`config.mk`:
```
export PLATFORM = sky130hd
export DESIGN_NAME = mbist_march_ctrl
export DESIGN_NICKNAME = d
export VERILOG_FILES = /design/src/rtl/mbist_pkg.sv /design/src/rtl/mbist_cmp_pipe.sv /design/src/rtl/mbist_march_ctrl.sv
export SDC_FILE = /design/constraint.sdc
export NUM_CORES = 1
export LEC_CHECK = 0
export CAP_MARGIN = 20
export CORE_MARGIN = 5
export CORE_UTILIZATION = 45
export DETAILED_ROUTE_END_ITERATION = 10
export GPL_ROUTABILITY_DRIVEN = 0
export PLACE_DENSITY = 0.68
export SLEW_MARGIN = 20
export SYNTH_ARGS = -nofsm -noshare
export SYNTH_HDL_FRONTEND = slang
export SYNTH_SLANG_ARGS = --single-unit
```
`constraint.sdc`:
```
create_clock -name clk -period 9 [get_ports clk]
set_clock_uncertainty 0.2 [all_clocks]
set_input_delay 1.8 -clock clk [delete_from_list [all_inputs] [get_ports clk]]
set_output_delay 1.8 -clock clk [all_outputs]
set_load 0.05 [all_outputs]
```
`src/rtl/mbist_pkg.sv`:
```
// Shared types and March C- element tables for the memory BIST engine.
// Bit e of each table describes element e (M0..M5).
package mbist_pkg;

    typedef enum logic [1:0] {IDLE, RUN, DRAIN, DONE} state_e;

    localparam int         NUM_ELEM  = 6;
    localparam logic [2:0] LAST_ELEM = 3'd5;

    localparam logic [NUM_ELEM-1:0] ELEM_DOWN    = 6'b111000;
    localparam logic [NUM_ELEM-1:0] ELEM_TWO_OPS = 6'b011110;
    localparam logic [NUM_ELEM-1:0] OP0_READ     = 6'b111110;
    localparam logic [NUM_ELEM-1:0] OP0_INV      = 6'b010100;
    localparam logic [NUM_ELEM-1:0] OP1_INV      = 6'b001010;

    function automatic logic elem_down(input logic [2:0] e);
        return ELEM_DOWN[e];
    endfunction

    function automatic logic op_last(input logic [2:0] e, input logic op);
        return op || !ELEM_TWO_OPS[e];
    endfunction

    function automatic logic op_read(input logic [2:0] e, input logic op);
        return !op && OP0_READ[e];
    endfunction

    function automatic logic op_inv(input logic [2:0] e, input logic op);
        return op ? OP1_INV[e] : OP0_INV[e];
    endfunction

    // Bit i of background k: zero for k=0, else runs of 2**(k-1) zeros then ones.
    function automatic logic bg_pattern(input int unsigned k, input int unsigned i);
        return (k != 0) && (((i >> (k - 1)) & 1) != 0);
    endfunction

endpackage

```
`src/rtl/mbist_cmp_pipe.sv`:
```
// Read-latency delay line carrying expected data and op tags, plus the
// miscompare counter and first-failure log.
module mbist_cmp_pipe #(
    parameter int ADDR_W = 6,
    parameter int DATA_W = 8,
    parameter int BG_W   = 2,
    parameter int RD_LAT = 1,
    parameter int CNT_W  = 8
) (
    input  logic              clk,
    input  logic              rst_n,
    input  logic              clear,
    input  logic              flush,
    input  logic              push,
    input  logic [DATA_W-1:0] exp_data,
    input  logic [ADDR_W-1:0] addr,
    input  logic [2:0]        elem,
    input  logic [BG_W-1:0]   bg,
    input  logic [DATA_W-1:0] rdata,
    output logic [CNT_W-1:0]  fail_cnt,
    output logic [ADDR_W-1:0] first_fail_addr,
    output logic [2:0]        first_fail_elem,
    output logic [BG_W-1:0]   first_fail_bg,
    output logic              fail_any
);

    logic [RD_LAT-1:0] vld;
    logic [DATA_W-1:0] exp_q  [RD_LAT];
    logic [ADDR_W-1:0] addr_q [RD_LAT];
    logic [2:0]        elem_q [RD_LAT];
    logic [BG_W-1:0]   bg_q   [RD_LAT];
    logic              miss;

    assign miss     = vld[RD_LAT-1] && (rdata != exp_q[RD_LAT-1]) && !flush;
    assign fail_any = (fail_cnt != '0) || miss;

    always_ff @(posedge clk or negedge rst_n) begin
        if (!rst_n) begin
            vld <= '0;
            for (int i = 0; i < RD_LAT; i++) begin
                exp_q[i]  <= '0;
                addr_q[i] <= '0;
                elem_q[i] <= '0;
                bg_q[i]   <= '0;
            end
        end else begin
            vld[0]    <= push && !flush && !clear;
            exp_q[0]  <= exp_data;
            addr_q[0] <= addr;
            elem_q[0] <= elem;
            bg_q[0]   <= bg;
            for (int i = 1; i < RD_LAT; i++) begin
                vld[i]    <= vld[i-1] && !flush && !clear;
                exp_q[i]  <= exp_q[i-1];
                addr_q[i] <= addr_q[i-1];
                elem_q[i] <= elem_q[i-1];
                bg_q[i]   <= bg_q[i-1];
            end
        end
    end

    always_ff @(posedge clk or negedge rst_n) begin
        if (!rst_n) begin
            fail_cnt        <= '0;
            first_fail_addr <= '0;
            first_fail_elem <= '0;
            first_fail_bg   <= '0;
        end else if (clear) begin
            fail_cnt        <= '0;
            first_fail_addr <= '0;
            first_fail_elem <= '0;
            first_fail_bg   <= '0;
        end else if (miss) begin
            if (fail_cnt != '1)
                fail_cnt <= fail_cnt + 1'b1;
            if (fail_cnt == '0) begin
                first_fail_addr <= addr_q[RD_LAT-1];
                first_fail_elem <= elem_q[RD_LAT-1];
                first_fail_bg   <= bg_q[RD_LAT-1];
            end
        end
    end

endmodule

```
`src/rtl/mbist_march_ctrl.sv`:
```
// March C- BIST sequencer: walks backgrounds/elements/addresses/ops one op per
// cycle and drives registered SRAM controls; compare/logging is in mbist_cmp_pipe.
module mbist_march_ctrl
    import mbist_pkg::*;
#(
    parameter  int ADDR_W = 6,
    parameter  int DATA_W = 8,
    parameter  int NUM_BG = 2,
    parameter  int RD_LAT = 1,
    parameter  int CNT_W  = 8,
    localparam int BG_W   = $clog2(NUM_BG) + 1
) (
    input  logic              clk,
    input  logic              rst_n,
    input  logic              start,
    input  logic              abort,
    output logic              bist_active,
    output logic              mem_cs,
    output logic              mem_rwbar,
    output logic [ADDR_W-1:0] mem_addr,
    output logic [DATA_W-1:0] mem_wdata,
    input  logic [DATA_W-1:0] mem_rdata,
    output logic              busy,
    output logic              done,
    output logic              pass,
    output logic [CNT_W-1:0]  fail_cnt,
    output logic [ADDR_W-1:0] first_fail_addr,
    output logic [2:0]        first_fail_elem,
    output logic [BG_W-1:0]   first_fail_bg
);

    state_e            state, state_nxt;
    logic [BG_W-1:0]   bg, bg_nxt;
    logic [2:0]        elem, elem_nxt;
    logic [ADDR_W-1:0] idx, idx_nxt, addr_nxt;
    logic              op, op_nxt;
    logic [1:0]        drain, drain_nxt;
    logic [DATA_W-1:0] d_nxt;
    logic              run_start, kill, fail_any;

    assign busy        = (state == RUN) || (state == DRAIN);
    assign bist_active = (state != IDLE);
    assign done        = (state == DONE);
    assign kill        = abort && busy;

    always_ff @(posedge clk or negedge rst_n) begin
        if (!rst_n) state <= IDLE;
        else        state <= state_nxt;
    end

    always_comb begin
        state_nxt = state;
        bg_nxt    = bg;
        elem_nxt  = elem;
        idx_nxt   = idx;
        op_nxt    = op;
        drain_nxt = drain;
        run_start = 1'b0;
        case (state)
            IDLE: begin
                if (start && !abort) begin
                    state_nxt = RUN;
                    bg_nxt    = '0;
                    elem_nxt  = '0;
                    idx_nxt   = '0;
                    op_nxt    = 1'b0;
                    run_start = 1'b1;
                end
            end
            RUN: begin
                if (abort) begin
                    state_nxt = IDLE;
                end else if (!op_last(elem, op)) begin
                    op_nxt = 1'b1;
                end else begin
                    op_nxt  = 1'b0;
                    idx_nxt = idx + 1'b1;
                    if (idx == '1) begin
                        if (elem != LAST_ELEM) begin
                            elem_nxt = elem + 3'd1;
                        end else begin
                            elem_nxt = '0;
                            if (bg != BG_W'(NUM_BG - 1)) begin
                                bg_nxt = bg + 1'b1;
                            end else begin
                                state_nxt = DRAIN;
                                drain_nxt = 2'(RD_LAT - 1);
                            end
                        end
                    end
                end
            end
            DRAIN: begin
                if (abort)             state_nxt = IDLE;
                else if (drain == '0)  state_nxt = DONE;
                else                   drain_nxt = drain - 2'd1;
            end
            DONE:    state_nxt = IDLE;
            default: state_nxt = IDLE;
        endcase
    end

    // Address is an up-counter index; descending elements use its complement.
    assign addr_nxt = elem_down(elem_nxt) ? ~idx_nxt : idx_nxt;

    always_comb begin
        d_nxt = '0;
        for (int i = 0; i < DATA_W; i++)
            d_nxt[i] = bg_pattern(32'(bg_nxt), i) ^ op_inv(elem_nxt, op_nxt);
    end

    always_ff @(posedge clk or negedge rst_n) begin
        if (!rst_n) begin
            bg        <= '0;
            elem      <= '0;
            idx       <= '0;
            op        <= 1'b0;
            drain     <= '0;
            mem_cs    <= 1'b0;
            mem_rwbar <= 1'b1;
            mem_addr  <= '0;
            mem_wdata <= '0;
            pass      <= 1'b0;
        end else begin
            bg    <= bg_nxt;
            elem  <= elem_nxt;
            idx   <= idx_nxt;
            op    <= op_nxt;
            drain <= drain_nxt;
            if (state_nxt == RUN) begin
                mem_cs    <= 1'b1;
                mem_rwbar <= op_read(elem_nxt, op_nxt);
                mem_addr  <= addr_nxt;
                mem_wdata <= d_nxt;
            end else begin
                mem_cs    <= 1'b0;
                mem_rwbar <= 1'b1;
                mem_addr  <= '0;
                mem_wdata <= '0;
            end
            // fail_any folds in the compare landing on this same edge.
            if (run_start || kill)
                pass <= 1'b0;
            else if (state == DRAIN && state_nxt == DONE)
                pass <= !fail_any;
        end
    end

    mbist_cmp_pipe #(
        .ADDR_W (ADDR_W),
        .DATA_W (DATA_W),
        .BG_W   (BG_W),
        .RD_LAT (RD_LAT),
        .CNT_W  (CNT_W)
    ) u_cmp (
        .clk             (clk),
        .rst_n           (rst_n),
        .clear           (run_start),
        .flush           (kill),
        .push            (mem_cs && mem_rwbar),
        .exp_data        (mem_wdata),
        .addr            (mem_addr),
        .elem            (elem),
        .bg              (bg),
        .rdata           (mem_rdata),
        .fail_cnt        (fail_cnt),
        .first_fail_addr (first_fail_addr),
        .first_fail_elem (first_fail_elem),
        .first_fail_bg   (first_fail_bg),
        .fail_any        (fail_any)
    );

endmodule

```
==> run metrics <==
worst ir drop on vdd=0.1071 mV; # diodes=0; worst rel slew slack=31.52%; asr flop ratio synth=100.0%; Vias/cell=5.164; Static Leak=1.885 nW; # Post-CTS Setup Buffers=0; clock slew at reported path FFs=70 ps; drt total wl=6656 um; RSZ-0062 raised after global routing=false; Final Max Tran Viols=0; Die X=95.90 um; Yosys warning count=0; maxcap violations=0; Tightest Hold Check Type=reg2reg; Longest Clk Path Bufs=2; Die Ht=95.90 um; CTS H-Tree Depth=3; Antenna Nets Post-Route=0; Mapped Area=0.003321 mm2; crit path launch type=input pin; Clock Sinks=72; Routed WL per cell=14.60 um; IO Count=51; post-route cell area=0.004153 mm2; Slew @ Worst Pin=1014 ps; post-CTS sizing=0; Inserted Clock Buffers=9; vias in the first global route=2305; Port Buffer Count=50; Tot Pwr=1.265 mW; synthesized netlist cell count=299; core region area=0.007214 mm2; synthesized flop and latch total=72; Synth area leader=dfrtp_1; CP Max Fanout=12; layout cells sized above 1=9.244%; Critical Path AT=4670 ps; HPWL Detailed=4857 um; drt drc=0; synthesis-to-layout area growth=25.06%; first-pass GRT wire length=11150 um; TritonCTS clock tree=done; die area=0.009197 mm2; Placed Area=0.003892 mm2; cts hold-fix bufs=0; Worst Setup Path Type=in2reg; placed cell count=440; Avg Cell Area, Syn=11.11 um2; Setup TNS Final=0 ps; Area contributors post-synth=dfrtp_1 54%, ha_1 5.3%, xor2_1 3.7%, a22o_1 3.4%, xnor2_1 3.2%; std cell rows=31; post-route core utilization=57.56%; Clk Latency, worst-skew pair=340 ps; sequential area share after synthesis=54.30%; share of the synthesized area in the top cell type=53.50%; Initial DRC Count=112; Syn Nets=325; Root Buffer=clkbuf_8; Layout Cells excl Fill=456; CP endpoint kind=flop; Final setup viols=0; pwr/cell area=304.7 mW/mm2; initial core utilization=46.03%; fin nets=378; f_max=0.2171 GHz; top_reg_cell synth=dfrtp_1; drt pass-1 iters=4; number of synthesized flops with an enable pin=0; Congestion Overflow GR=0; min Tclk post-route=4607 ps; status=complete, no violations; Vias=2355; CP required=9060 ps; initial antenna violation count=0; GRT Overall Usage=15.94%; Yosys cell types=51; period utilisation layout=51.19%; Final Hold Viols=0; largest net degree at the start of global routing=73
## cells by family (layout without fill, tap and decap cells)
group,Yosys count,after routing,synth area share [%]
xor+xnor,26,26,6.858
mux,3,3,0.9043
flops,72,72,54.30
buf+inv,27,85,3.806
simple gates,96,96,14.73
fa+ha+maj,14,14,5.275
compound gates,61,61,14.13
## registers in the layout, summed over array words and instances (netlist names), 2 cells and up
signal and cells:
elem 3, u_cmp.first_fail_elem 3, u_cmp.addr_q 6, idx 6
mem_wdata 8, u_cmp.elem_q 3, mem_addr 6, state 2
u_cmp.first_fail_bg 2, drain 2, u_cmp.fail_cnt 8, u_cmp.bg_q 2
bg 2, u_cmp.exp_q 8, u_cmp.first_fail_addr 6
## power breakdown
part / switching (mW) / internal (mW)
registers: 0.0545 / 0.396
logic: 0.321 / 0.165
clock network: 0.117 / 0.213
## final cells by class
cell class | instances | area [um2]
timing repair buffer | 52 | 510.5
fill | 615 | 3062
inverter | 17 | 63.81
tap | 99 | 123.9
multi-input combinational | 200 | 1391
sequential | 72 | 1803
clock inverter | 5 | 128.9
clock buffer | 11 | 131.4
## metal layers
layer,up-vias,track usage (%),share of wire [%]
met1,1132,20.66,46
met2,53,25.36,47
met5,-,0,0
met3,17,3.440,4.0
li1,1153,-,-
met4,0,7.701,2.8
## worst paths after layout
| kind | start | endpoint | slack (ps) | depth (start not counted) |
|---|---|---|---|---|
| worst max-delay path | abort | mem_wdata[6] | 4390 | 10 |
| worst min-delay path | mem_wdata[0] | u_cmp.exp_q[0] | 170 | 0 |
| worst max register to register | state[0] | mem_wdata[6] | 5670 | 11 |
| worst min register to register | mem_wdata[0] | u_cmp.exp_q[0] | 170 | 0 |
| max in group asynchronous | rst_n | bg[0] | 6590 | 2 |
| min in group asynchronous | rst_n | drain[1] | 1430 | 2 |
## through the flow
stage,setup WS [ps],hold slack [ps]
floorplan,4858,171.9
global placement,4113,160.7
global route,4172,186.9
CTS,4390,175.7
finish,4393,172.6
detailed placement,4058,160.9
## worst max-delay path: stages
cell and delay (ps):
clkdlybuf4s50_1 600, and3b_1 350, a21oi_4 380, and3b_1 220, a211o_1 370, inv_1 140, ha_1 200, nor2_1 70
or4_1 390, a21oi_1 130
## cells in the mapped netlist, drive strengths merged (3+ instances only)
cell,instances
xnor2,12
a21boi,4
o21ai,13
a211o,3
nor3,12
nor2,25
ha,14
inv,17
a41oi,3
a21oi,14
xor2,14
mux2i,3
clkbuf,5
nand2,26
a22o,13
nand4,5
buf,5
and3,3
or3,3
dfrtp,71
nand3,7
## cells in the final DEF (no fill, tap or decap), types with 3 or more instances in the layout
cell / synthesis / final
dfrtp_1: 71 / 71
clkdlybuf4s50_1: 0 / 49
nand2_1: 26 / 26
nor2_1: 24 / 24
inv_1: 15 / 15
xor2_1: 14 / 14
ha_1: 14 / 14
a22o_1: 13 / 13
xnor2_1: 12 / 12
o21ai_0: 12 / 12
nor3_1: 12 / 12
a21oi_1: 11 / 11
clkbuf_8: 0 / 9
nand3_1: 7 / 7
nand4_1: 5 / 5
a21boi_0: 4 / 4
bufinv_16: 0 / 4
or3_1: 3 / 3
a41oi_1: 3 / 3
mux2i_1: 3 / 3
Note: power is estimated with default switching activity, not from simulation.
